[config.mk]
export PLATFORM = sky130hd
export DESIGN_NAME = ps2_move_decoder_flat
export DESIGN_NICKNAME = d
export VERILOG_FILES = /design/src/rtl/ps2_move_decoder_if.sv /design/src/rtl/ps2_move_decoder.sv /design/src/flat_wrapper.sv
export SDC_FILE = /design/constraint.sdc
export NUM_CORES = 1
export LEC_CHECK = 0
export BUFFER_PORTS_ARGS = -buffer_cell sky130_fd_sc_hd__clkbuf_2
export CORE_UTILIZATION = 46
export DETAILED_ROUTE_END_ITERATION = 8
export GPL_ROUTABILITY_DRIVEN = 0
export HOLD_SLACK_MARGIN = 0.08
export PLACE_DENSITY_LB_ADDON = 0.08
export SETUP_SLACK_MARGIN = 0.2
export SYNTH_ARGS = -nofsm -noshare
export SYNTH_HDL_FRONTEND = slang
export SYNTH_SLANG_ARGS = --single-unit
[constraint.sdc]
create_clock -name CLOCK_50 -period 2.1 [get_ports CLOCK_50]
set_input_delay 0 -clock CLOCK_50 [delete_from_list [all_inputs] [get_ports CLOCK_50]]
set_output_delay 0 -clock CLOCK_50 [all_outputs]
set_load 0.1 [all_outputs]
[src/rtl/ps2_move_decoder_if.sv]
`default_nettype none
// ============================================================================
//  Module      : ps2_move_decoder_if
//  Description : Move-request channel between the PS/2 move decoder and the
//                maze position FSM. One request at a time; a transfer takes
//                place on a clock edge where move_valid and move_ready are
//                both high.
//  Revision    : 1.0 - initial release
// ============================================================================
interface ps2_move_decoder_if;
  logic       move_valid;  // request pending
  logic [1:0] move_dir;    // 00 up, 01 down, 10 left, 11 right
  logic       move_ready;  // consumer can take the request

  // Decoder side: produces requests.
  modport master (
    output move_valid,
    output move_dir,
    input  move_ready
  );

  // Position FSM side: consumes requests.
  modport slave (
    input  move_valid,
    input  move_dir,
    output move_ready
  );
endinterface
`default_nettype wire

[src/rtl/ps2_move_decoder.sv]
`default_nettype none
// ============================================================================
//  Module      : ps2_move_decoder
//  Description : Turns PS/2 scan-code bytes into single WASD move requests.
//                Handles the F0 break and E0 extended prefixes, drops
//                typematic repeats using per-key held flags, abandons a
//                prefix after PREFIX_TIMEOUT quiet cycles, and buffers one
//                request behind a valid/ready handshake.
//  Options     : ARROW_KEYS_EN - when defined, E0-prefixed arrow keys act
//                exactly like W/S/A/D. When undefined, extended codes are
//                swallowed.
//  Revision    : 1.0 - initial release
// ============================================================================
module ps2_move_decoder #(
  parameter int PREFIX_TIMEOUT = 50000,  // quiet cycles before a prefix is abandoned
  parameter int TO_W           = 16      // timeout counter width
) (
  input  wire                        CLOCK_50,
  input  wire                        resetn,
  input  wire  [7:0]                 ps2_data,
  input  wire                        ps2_data_en,
  input  wire                        game_over,
  ps2_move_decoder_if.master         move_if,
  output logic [3:0]                 key_held,
  output logic [7:0]                 drop_count
);

  localparam logic [7:0]      c_break_code = 8'hF0;
  localparam logic [7:0]      c_ext_code   = 8'hE0;
  // Counts down to zero, so the timeout fires after exactly PREFIX_TIMEOUT
  // quiet cycles spent in a prefix state.
  localparam logic [TO_W-1:0] c_to_load    = TO_W'(PREFIX_TIMEOUT - 1);

  typedef enum logic [1:0] {
    S_IDLE      = 2'd0,
    S_BREAK     = 2'd1,
    S_EXT       = 2'd2,
    S_EXT_BREAK = 2'd3
  } state_t;

  state_t          state_q, state_d;
  logic [TO_W-1:0] to_cnt_q, to_cnt_d;
  logic [3:0]      held_q, held_d;
  logic            valid_q, valid_d;
  logic [1:0]      dir_q, dir_d;
  logic [7:0]      drop_q, drop_d;

  // Decoder outputs towards the request slot.
  logic            req;
  logic [1:0]      req_dir;
  logic            fire;

  // Plain key lookup. The held-bit index equals the direction code, so one
  // value serves both purposes.
  logic            std_hit;
  logic [1:0]      std_idx;

  // Map a plain (non-extended) scan code to its key index.
  always_comb begin
    std_hit = 1'b1;
    std_idx = 2'd0;
    case (ps2_data)
      8'h1D:   std_idx = 2'd0;  // W -> up
      8'h1B:   std_idx = 2'd1;  // S -> down
      8'h1C:   std_idx = 2'd2;  // A -> left
      8'h23:   std_idx = 2'd3;  // D -> right
      default: std_hit = 1'b0;
    endcase
  end

`ifdef ARROW_KEYS_EN
  logic            ext_hit;
  logic [1:0]      ext_idx;

  // Map the second byte of an E0 sequence to the matching WASD index.
  always_comb begin
    ext_hit = 1'b1;
    ext_idx = 2'd0;
    case (ps2_data)
      8'h75:   ext_idx = 2'd0;  // up arrow
      8'h72:   ext_idx = 2'd1;  // down arrow
      8'h6B:   ext_idx = 2'd2;  // left arrow
      8'h74:   ext_idx = 2'd3;  // right arrow
      default: ext_hit = 1'b0;
    endcase
  end
`endif

  // Prefix FSM: next state, timeout counter, held flags and request strobe.
  always_comb begin
    state_d  = state_q;
    to_cnt_d = to_cnt_q;
    held_d   = held_q;
    req      = 1'b0;
    req_dir  = 2'd0;

    if (ps2_data_en) begin
      case (state_q)
        S_IDLE: begin
          if (ps2_data == c_break_code) begin
            state_d  = S_BREAK;
            to_cnt_d = c_to_load;
          end else if (ps2_data == c_ext_code) begin
            state_d  = S_EXT;
            to_cnt_d = c_to_load;
          end else if (std_hit && !held_q[std_idx]) begin
            // First make of a released key; a set bit means typematic repeat.
            held_d[std_idx] = 1'b1;
            req             = 1'b1;
            req_dir         = std_idx;
          end
        end
        S_BREAK: begin
          // Whatever the byte is, the break sequence ends here.
          if (std_hit) held_d[std_idx] = 1'b0;
          state_d = S_IDLE;
        end
        S_EXT: begin
          if (ps2_data == c_break_code) begin
            state_d  = S_EXT_BREAK;
            to_cnt_d = c_to_load;
          end else begin
`ifdef ARROW_KEYS_EN
            if (ext_hit && !held_q[ext_idx]) begin
              held_d[ext_idx] = 1'b1;
              req             = 1'b1;
              req_dir         = ext_idx;
            end
`endif
            // Without arrow support the byte is consumed here so that e.g.
            // E0 6B is never seen as a plain make code.
            state_d = S_IDLE;
          end
        end
        S_EXT_BREAK: begin
`ifdef ARROW_KEYS_EN
          if (ext_hit) held_d[ext_idx] = 1'b0;
`endif
          state_d = S_IDLE;
        end
        default: state_d = S_IDLE;
      endcase
    end else if (state_q != S_IDLE) begin
      // Quiet cycle inside a prefix: count down, abandon on expiry.
      if (to_cnt_q == '0) begin
        state_d = S_IDLE;
      end else begin
        to_cnt_d = to_cnt_q - TO_W'(1);
      end
    end
  end

  assign fire = valid_q & move_if.move_ready;

  // One-deep request slot with drop accounting and game-over suppression.
  always_comb begin
    valid_d = valid_q;
    dir_d   = dir_q;
    drop_d  = drop_q;

    if (game_over) begin
      // Requests are discarded outright; they are not drops.
      valid_d = 1'b0;
    end else if (req) begin
      if (!valid_q || fire) begin
        valid_d = 1'b1;
        dir_d   = req_dir;
      end else if (drop_q != 8'hFF) begin
        drop_d = drop_q + 8'd1;
      end
    end else if (fire) begin
      valid_d = 1'b0;
    end
  end

  // State register with synchronous active-low reset.
  always_ff @(posedge CLOCK_50) begin
    if (!resetn) begin
      state_q  <= S_IDLE;
      to_cnt_q <= '0;
      held_q   <= 4'b0000;
      valid_q  <= 1'b0;
      dir_q    <= 2'b00;
      drop_q   <= 8'h00;
    end else begin
      state_q  <= state_d;
      to_cnt_q <= to_cnt_d;
      held_q   <= held_d;
      valid_q  <= valid_d;
      dir_q    <= dir_d;
      drop_q   <= drop_d;
    end
  end

  assign move_if.move_valid = valid_q;
  assign move_if.move_dir   = dir_q;
  assign key_held           = held_q;
  assign drop_count         = drop_q;

endmodule
`default_nettype wire

[src/flat_wrapper.sv]
// flat-port wrapper written by rule: the top's interface ports become plain ports
module ps2_move_decoder_flat 
#(
  parameter int PREFIX_TIMEOUT = 50000,                                              
  parameter int TO_W           = 16                              
)
  (CLOCK_50, resetn, ps2_data, ps2_data_en, game_over, key_held, drop_count, move_if_move_valid, move_if_move_dir, move_if_move_ready);
  ps2_move_decoder_if move_if_i ();
  input  wire CLOCK_50;
  input  wire resetn;
  input  wire  [7:0] ps2_data;
  input  wire ps2_data_en;
  input  wire game_over;
  output logic [3:0] key_held;
  output logic [7:0] drop_count;
  output wire logic [$bits(move_if_i.move_valid)-1:0] move_if_move_valid;
  output wire logic [$bits(move_if_i.move_dir)-1:0] move_if_move_dir;
  input wire logic [$bits(move_if_i.move_ready)-1:0] move_if_move_ready;
  assign move_if_move_valid = move_if_i.move_valid;
  assign move_if_move_dir = move_if_i.move_dir;
  assign move_if_i.move_ready = move_if_move_ready;
  ps2_move_decoder #(.PREFIX_TIMEOUT(PREFIX_TIMEOUT), .TO_W(TO_W)) u_core (.CLOCK_50(CLOCK_50), .resetn(resetn), .ps2_data(ps2_data), .ps2_data_en(ps2_data_en), .game_over(game_over), .move_if(move_if_i), .key_held(key_held), .drop_count(drop_count));
endmodule
# Word-level counts from Yosys, hierarchy flattened

Cells that the tools add are included.

$add $sub $neg: 2
Multipliers: 0
Divide/modulo/power cells: 0
Order comparisons: 2
Equal/unequal tests: 19
Shifts and indexed selects: 0
Mux-type cells: 38
Bitwise logic cells: 7
Reductions and logical operators: 21

Operators with widths:

| cell                  | count |
|---|---|
| $mux 16               | 6 |
| $pmux 16 s2           | 1 |
| $eq 8x5->1 const B    | 3 |
| $mux 2                | 11 |
| $eq 8x8->1 const B    | 2 |
| $logic_not 16->1      | 1 |
| $mux 4                | 4 |
| $sub 16x1->16 const B | 1 |
| $pmux 2 s3            | 2 |
| $mux 1                | 11 |
| $reduce_bool 2->1     | 5 |
| $add 8x1->8 const B   | 1 |
| $eq 8x6->1 const B    | 1 |
| $ne 2x2->1 const B    | 4 |
| $ne 8x8->1 const B    | 1 |
| $pmux 4 s2            | 1 |
| $reduce_and 3->1      | 2 |
| $reduce_and 6->1      | 1 |
| $reduce_and 5->1      | 1 |
| $and 4x4->4           | 1 |
| $eq 2x2->1 const B    | 2 |
| $ne 2x1->1 const B    | 2 |
| $ne 4x2->1 const B    | 1 |
| $not 4->4             | 1 |
| 18 further kinds      | 23 |

Register bits after elaboration: 33
Bits in latches: 0
RAM bits: 0
Memory bits (read-only): 0
Input port bits: 13
Output and inout bits: 15
Memories: 0

# Depth between registers and ports, before layout

Depth in word-level cells: 13
Depth in mapped cells: 8
Gate-level depth less buffers: 7

# Worst setup path after synthesis

OpenSTA, ideal clock, no wires.

Kind: register -> register
Start point: register u_core.valid_q (netlist: u_core.move_if.move_valid)
End point: register u_core.drop_q[0] (netlist: u_core.drop_count[0])
Arrival: 2,425 ps
Data required time: 2,029 ps
Setup slack: -396 ps
Cell stages (with the launch flop): 7
Path buffers: 1
Cells stage by stage: dfxtp_1 > or3b_2 > a41oi_1 > nand2_1 > clkbuf_8 > or3_2 > a21oi_1

Cells in the longest elaborated chain, start to end: 4
Elaborated cells between the ends (all ways): 5

Ends and longest elaborated chain:

| item                                                  | RTL line                                         | RTL |
|---|---|---|
| from (decl)                                           | ps2_move_decoder.sv:44                           | `logic valid_q, valid_d;` |
| from (signal assigned)                                | ps2_move_decoder.sv:189                          | `valid_q <= valid_d;` |
| $and 1x1->1 / $logic_not 1->1 (equally long branches) | ps2_move_decoder.sv:153, ps2_move_decoder.sv:165 |  |
| $logic_or 1x1->1 (*)                                  | ps2_move_decoder.sv:165                          | `if (!valid_q \|\| fire) begin` |
| $not 1->1 (no source line) (*)                        | --                                               |  |
| $reduce_and 4->1 (no source line) (*)                 | --                                               |  |
| to (signal assigned)                                  | ps2_move_decoder.sv:191                          | `drop_q <= drop_d;` |
| to (decl)                                             | ps2_move_decoder.sv:46                           | `logic [7:0] drop_q, drop_d;` |

Every way passes the cells marked *; elsewhere a longest branch is shown, timed or not.
A chain may end at the register's enable or synchronous reset.

# Final worst setup path

Start point: register u_core.to_cnt_q[1]
End point: register u_core.to_cnt_q[7]

Cells in the longest elaborated chain, start to end: 4
Elaborated cells between the ends (all ways): 7

Ends and longest elaborated chain:

| item                   | RTL line                | RTL |
|---|---|---|
| from (decl)            | ps2_move_decoder.sv:42  | `logic [TO_W-1:0] to_cnt_q, to_cnt_d;` |
| from (signal assigned) | ps2_move_decoder.sv:187 | `to_cnt_q <= to_cnt_d;` |
| $sub 16x1->16          | ps2_move_decoder.sv:148 | `to_cnt_d = to_cnt_q - TO_W'(1);` |
| $mux 16                | ps2_move_decoder.sv:145 | `if (to_cnt_q == '0) begin` |
| $mux 16                | ps2_move_decoder.sv:143 | `end else if (state_q != S_IDLE) begin` |
| $mux 16                | ps2_move_decoder.sv:97  | `if (ps2_data_en) begin` |

Several ways; a longest one is shown, not always the timed one. The select of a mux whose other input is x is not followed.

==> impl_metrics.ini <==
[route]
routedWlPerCell_microns = 15.8
via_count = 2123
postRouteAntennaNets = 0
routed_via_density = 6.14
routed_wl_microns = 5480
drtIter0Drc = 176
dr.pass1.iters = 4
remaining_drc_errors = 0

[die]
initial_core_util_pct = 49.3
ios = 28
rows = 23
core_sq_um = 4120
die_area_sq_um = 4680
die_h_microns = 68.4
die_w_microns = 68.4

[cts]
cts_tree = yes
cts.path.max_buffers = 2
root_buffer = clkbuf_8
cts.sinks = 33
cts_buffers = 5
clk_pin_slew_worst_paths_ps = 70
h-tree-depth = 2
clk_latency_ps = 290

[synth]
yosysTopAreaCell = dfxtp_1
syn_avg_cell_area_sq_um = 8.55
yosys-top-cells-count = dfxtp_1, a21oi_1, nand2_1, nor2_1
synth_top_area_share_pct = 32.6
yosysMostFrequentCell = dfxtp_1
syn_inst = 237
synth_fp_nets = 252
seq_area_frac_synth_pct = 32.6
netlist-cell-type-count = 61
synth_seq_cells = 33
ys.flop_type = dfxtp_1
synth_edf_count = 0
synthTopCellsByArea = dfxtp_1, a21oi_1, or4_1
synthArstFlopShare_pct = 0
syn_area_sq_um = 2030
ys_warn_count = 0

[timing]
timing.final.ws_setup_ps = 78.4
finalHoldViolCount = 0
fin_worst_skew_ps = 4.26
grt_setup_unrepaired = yes
period_minus_slack_ps = 2020
drv_slew = 0
worst_pin_slew_ps = 540
max_slew_margin_pct = 64.2
timing.fmax_ghz = 0.495
timing.hold.ws_ps = 121
fin_crit_sh_pct = 96.3
setup_viol_count_final = 0

[place]
placed_area_sq_um = 2370
preCtsSetupSlack_ps = -25.5
portBuffers = 27
hpwl_microns = 3600
dp.cells = 326

[critical_path]
critPathKind = reg -> reg
rrSetupSlack_ps = 80
cp.required_ps = 2320
path_max_fanout = 5
rr_startpoint = u_core.to_cnt_q[1]$_SDFFE_PN0P_
critPathCaptureType = register
cp-start-kind = register
r2r_end = u_core.to_cnt_q[7]$_SDFFE_PN0P_
critical_path_arrival_ps = 2240
r2r_cells = 5

[cells_and_area]
fin_util_pct = 67.3
nNetsFinal = 310
num-fill-cells = 331
stdcell_count = 346
stdcell_area_sq_um = 2770
drive_gt1_share_pct = 44.9
area_growth_pct = 36.7
multi_input_area_sq_um = 1460
area.sequential_sq_um = 686
diodes = 0

[global_route]
grt_max_degree = 20
grt_pass1_vias = 1759
antenna_found_initial = 0
grt-ovfl-total = 0
track_usage_pct = 24.0
grt_pass1_wl_microns = 8280

[outcome]
status = completed

[power_and_ir_drop]
power.leakage_uw = 0.00103
p_per_area_nw_per_um2 = 485
ir_worst_vdd_v = 0.000310

[worst_hold_path]
whs_endpoint = u_core.state_q[1]$_SDFFE_PN0P_
min_from = ps2_data[4]
hold_path_class = in -> reg
hold_depth = 4

[job]
drv_cap = 0
==> final cells by class <==
cell class / instances / area share [%]
Clock buffer: 8 / 4.02
Multi-Input combinational cell: 186 / 52.8
Inverter: 7 / 0.948
Sequential cell: 33 / 24.7
Tap cell: 50 / 2.26
Timing Repair Buffer: 62 / 15.3
==> logic make-up after synthesis <==
group	after synthesis	share of synthesized area [%]
buffers and inverters	18	5.93
DFF	33	32.6
adders and majority gates	2	1.23
AOI/OAI and AO/OA	71	25.5
xor gates and xnor gates	1	0.432
muxes	2	0.988
and+or+nand+nor	110	33.3
==> critical path, cell delays in order, from the launching register on <==
cell and delay [ps]:
dfxtp_2 330, buf_4 130, or3_4 320, or4_4 480
or4_1 550, a21oi_1 140
==> stage by stage <==
| stage | setup TNS [ps] | total power, uW |
|---|---|---|
| 5_1_grt | 0 | 1400 |
| 6_report | 0 | 1340 |
| 2_1_floorplan | 0 | 711 |
| 3_5_place_dp | -25.5 | 754 |
| 3_3_place_gp | 0 | 754 |
| 4_1_cts | 0 | 1350 |
==> layout by cell type (no fill, tap or decap), drive strengths merged, types with 3 or more instances in the layout <==
cell type | synthesis | final
buf | 3 | 34
or3 | 5 | 5
nor3 | 9 | 9
inv | 7 | 7
nand3 | 9 | 9
nand4 | 4 | 4
a21oi | 21 | 21
nand2 | 15 | 15
a311oi | 4 | 4
or4 | 8 | 8
nor4 | 9 | 9
o31ai | 7 | 7
o21a | 4 | 4
nor2b | 5 | 5
a211oi | 4 | 4
nor2 | 14 | 14
dfxtp | 33 | 33
o21ai | 9 | 9
or2 | 4 | 4
clkbuf | 7 | 35
nor3b | 3 | 3
or3b | 5 | 5
o211ai | 3 | 3
nand2b | 5 | 5
==> metal layers <==
metal	part of all wire, %	track usage [%]	wire length [microns]
met5	0	0	0
met4	1.2	8.59	66
met3	5.2	5.00	284
met2	45	35.2	2490
met1	48	34.0	2640
==> power by group <==
group | total [uW] | internal [uW] | switching (uW) | leakage (uW)
Combinational | 139 | 56.7 | 81.9 | 0.000697
Clock | 581 | 339 | 242 | 0.0000566
Sequential | 625 | 623 | 1.93 | 0.000274
==> repair_timing <==
| item | in CTS | in global routing |
|---|---|---|
| pin swaps | 11 | 20 |
| hold buffers | 1 | 0 |
| setup endpoints to repair | 22 | 25 |
| setup buffers | 7 | 4 |
| hold endpoints to repair | 2 | 0 |
| resized for setup | 9 | 29 |
| cloned | 0 | 0 |
==> worst max-delay path by stage <==
stage                                         to  cells past startpoint                                    from
2_1_floorplan  u_core.drop_count[0]$_SDFFE_PN0P_                      6  u_core.move_if.move_valid$_SDFFE_PP0P_
3_3_place_gp     u_core.to_cnt_q[7]$_SDFFE_PN0P_                      7         u_core.to_cnt_q[1]$_SDFFE_PN0P_
3_5_place_dp     u_core.to_cnt_q[7]$_SDFFE_PN0P_                      7         u_core.to_cnt_q[1]$_SDFFE_PN0P_
4_1_cts          u_core.to_cnt_q[7]$_SDFFE_PN0P_                      7         u_core.to_cnt_q[1]$_SDFFE_PN0P_
5_1_grt          u_core.to_cnt_q[7]$_SDFFE_PN0P_                      5         u_core.to_cnt_q[1]$_SDFFE_PN0P_
6_report         u_core.to_cnt_q[7]$_SDFFE_PN0P_                      5         u_core.to_cnt_q[1]$_SDFFE_PN0P_
Note: power is estimated with default switching activity, not from simulation.
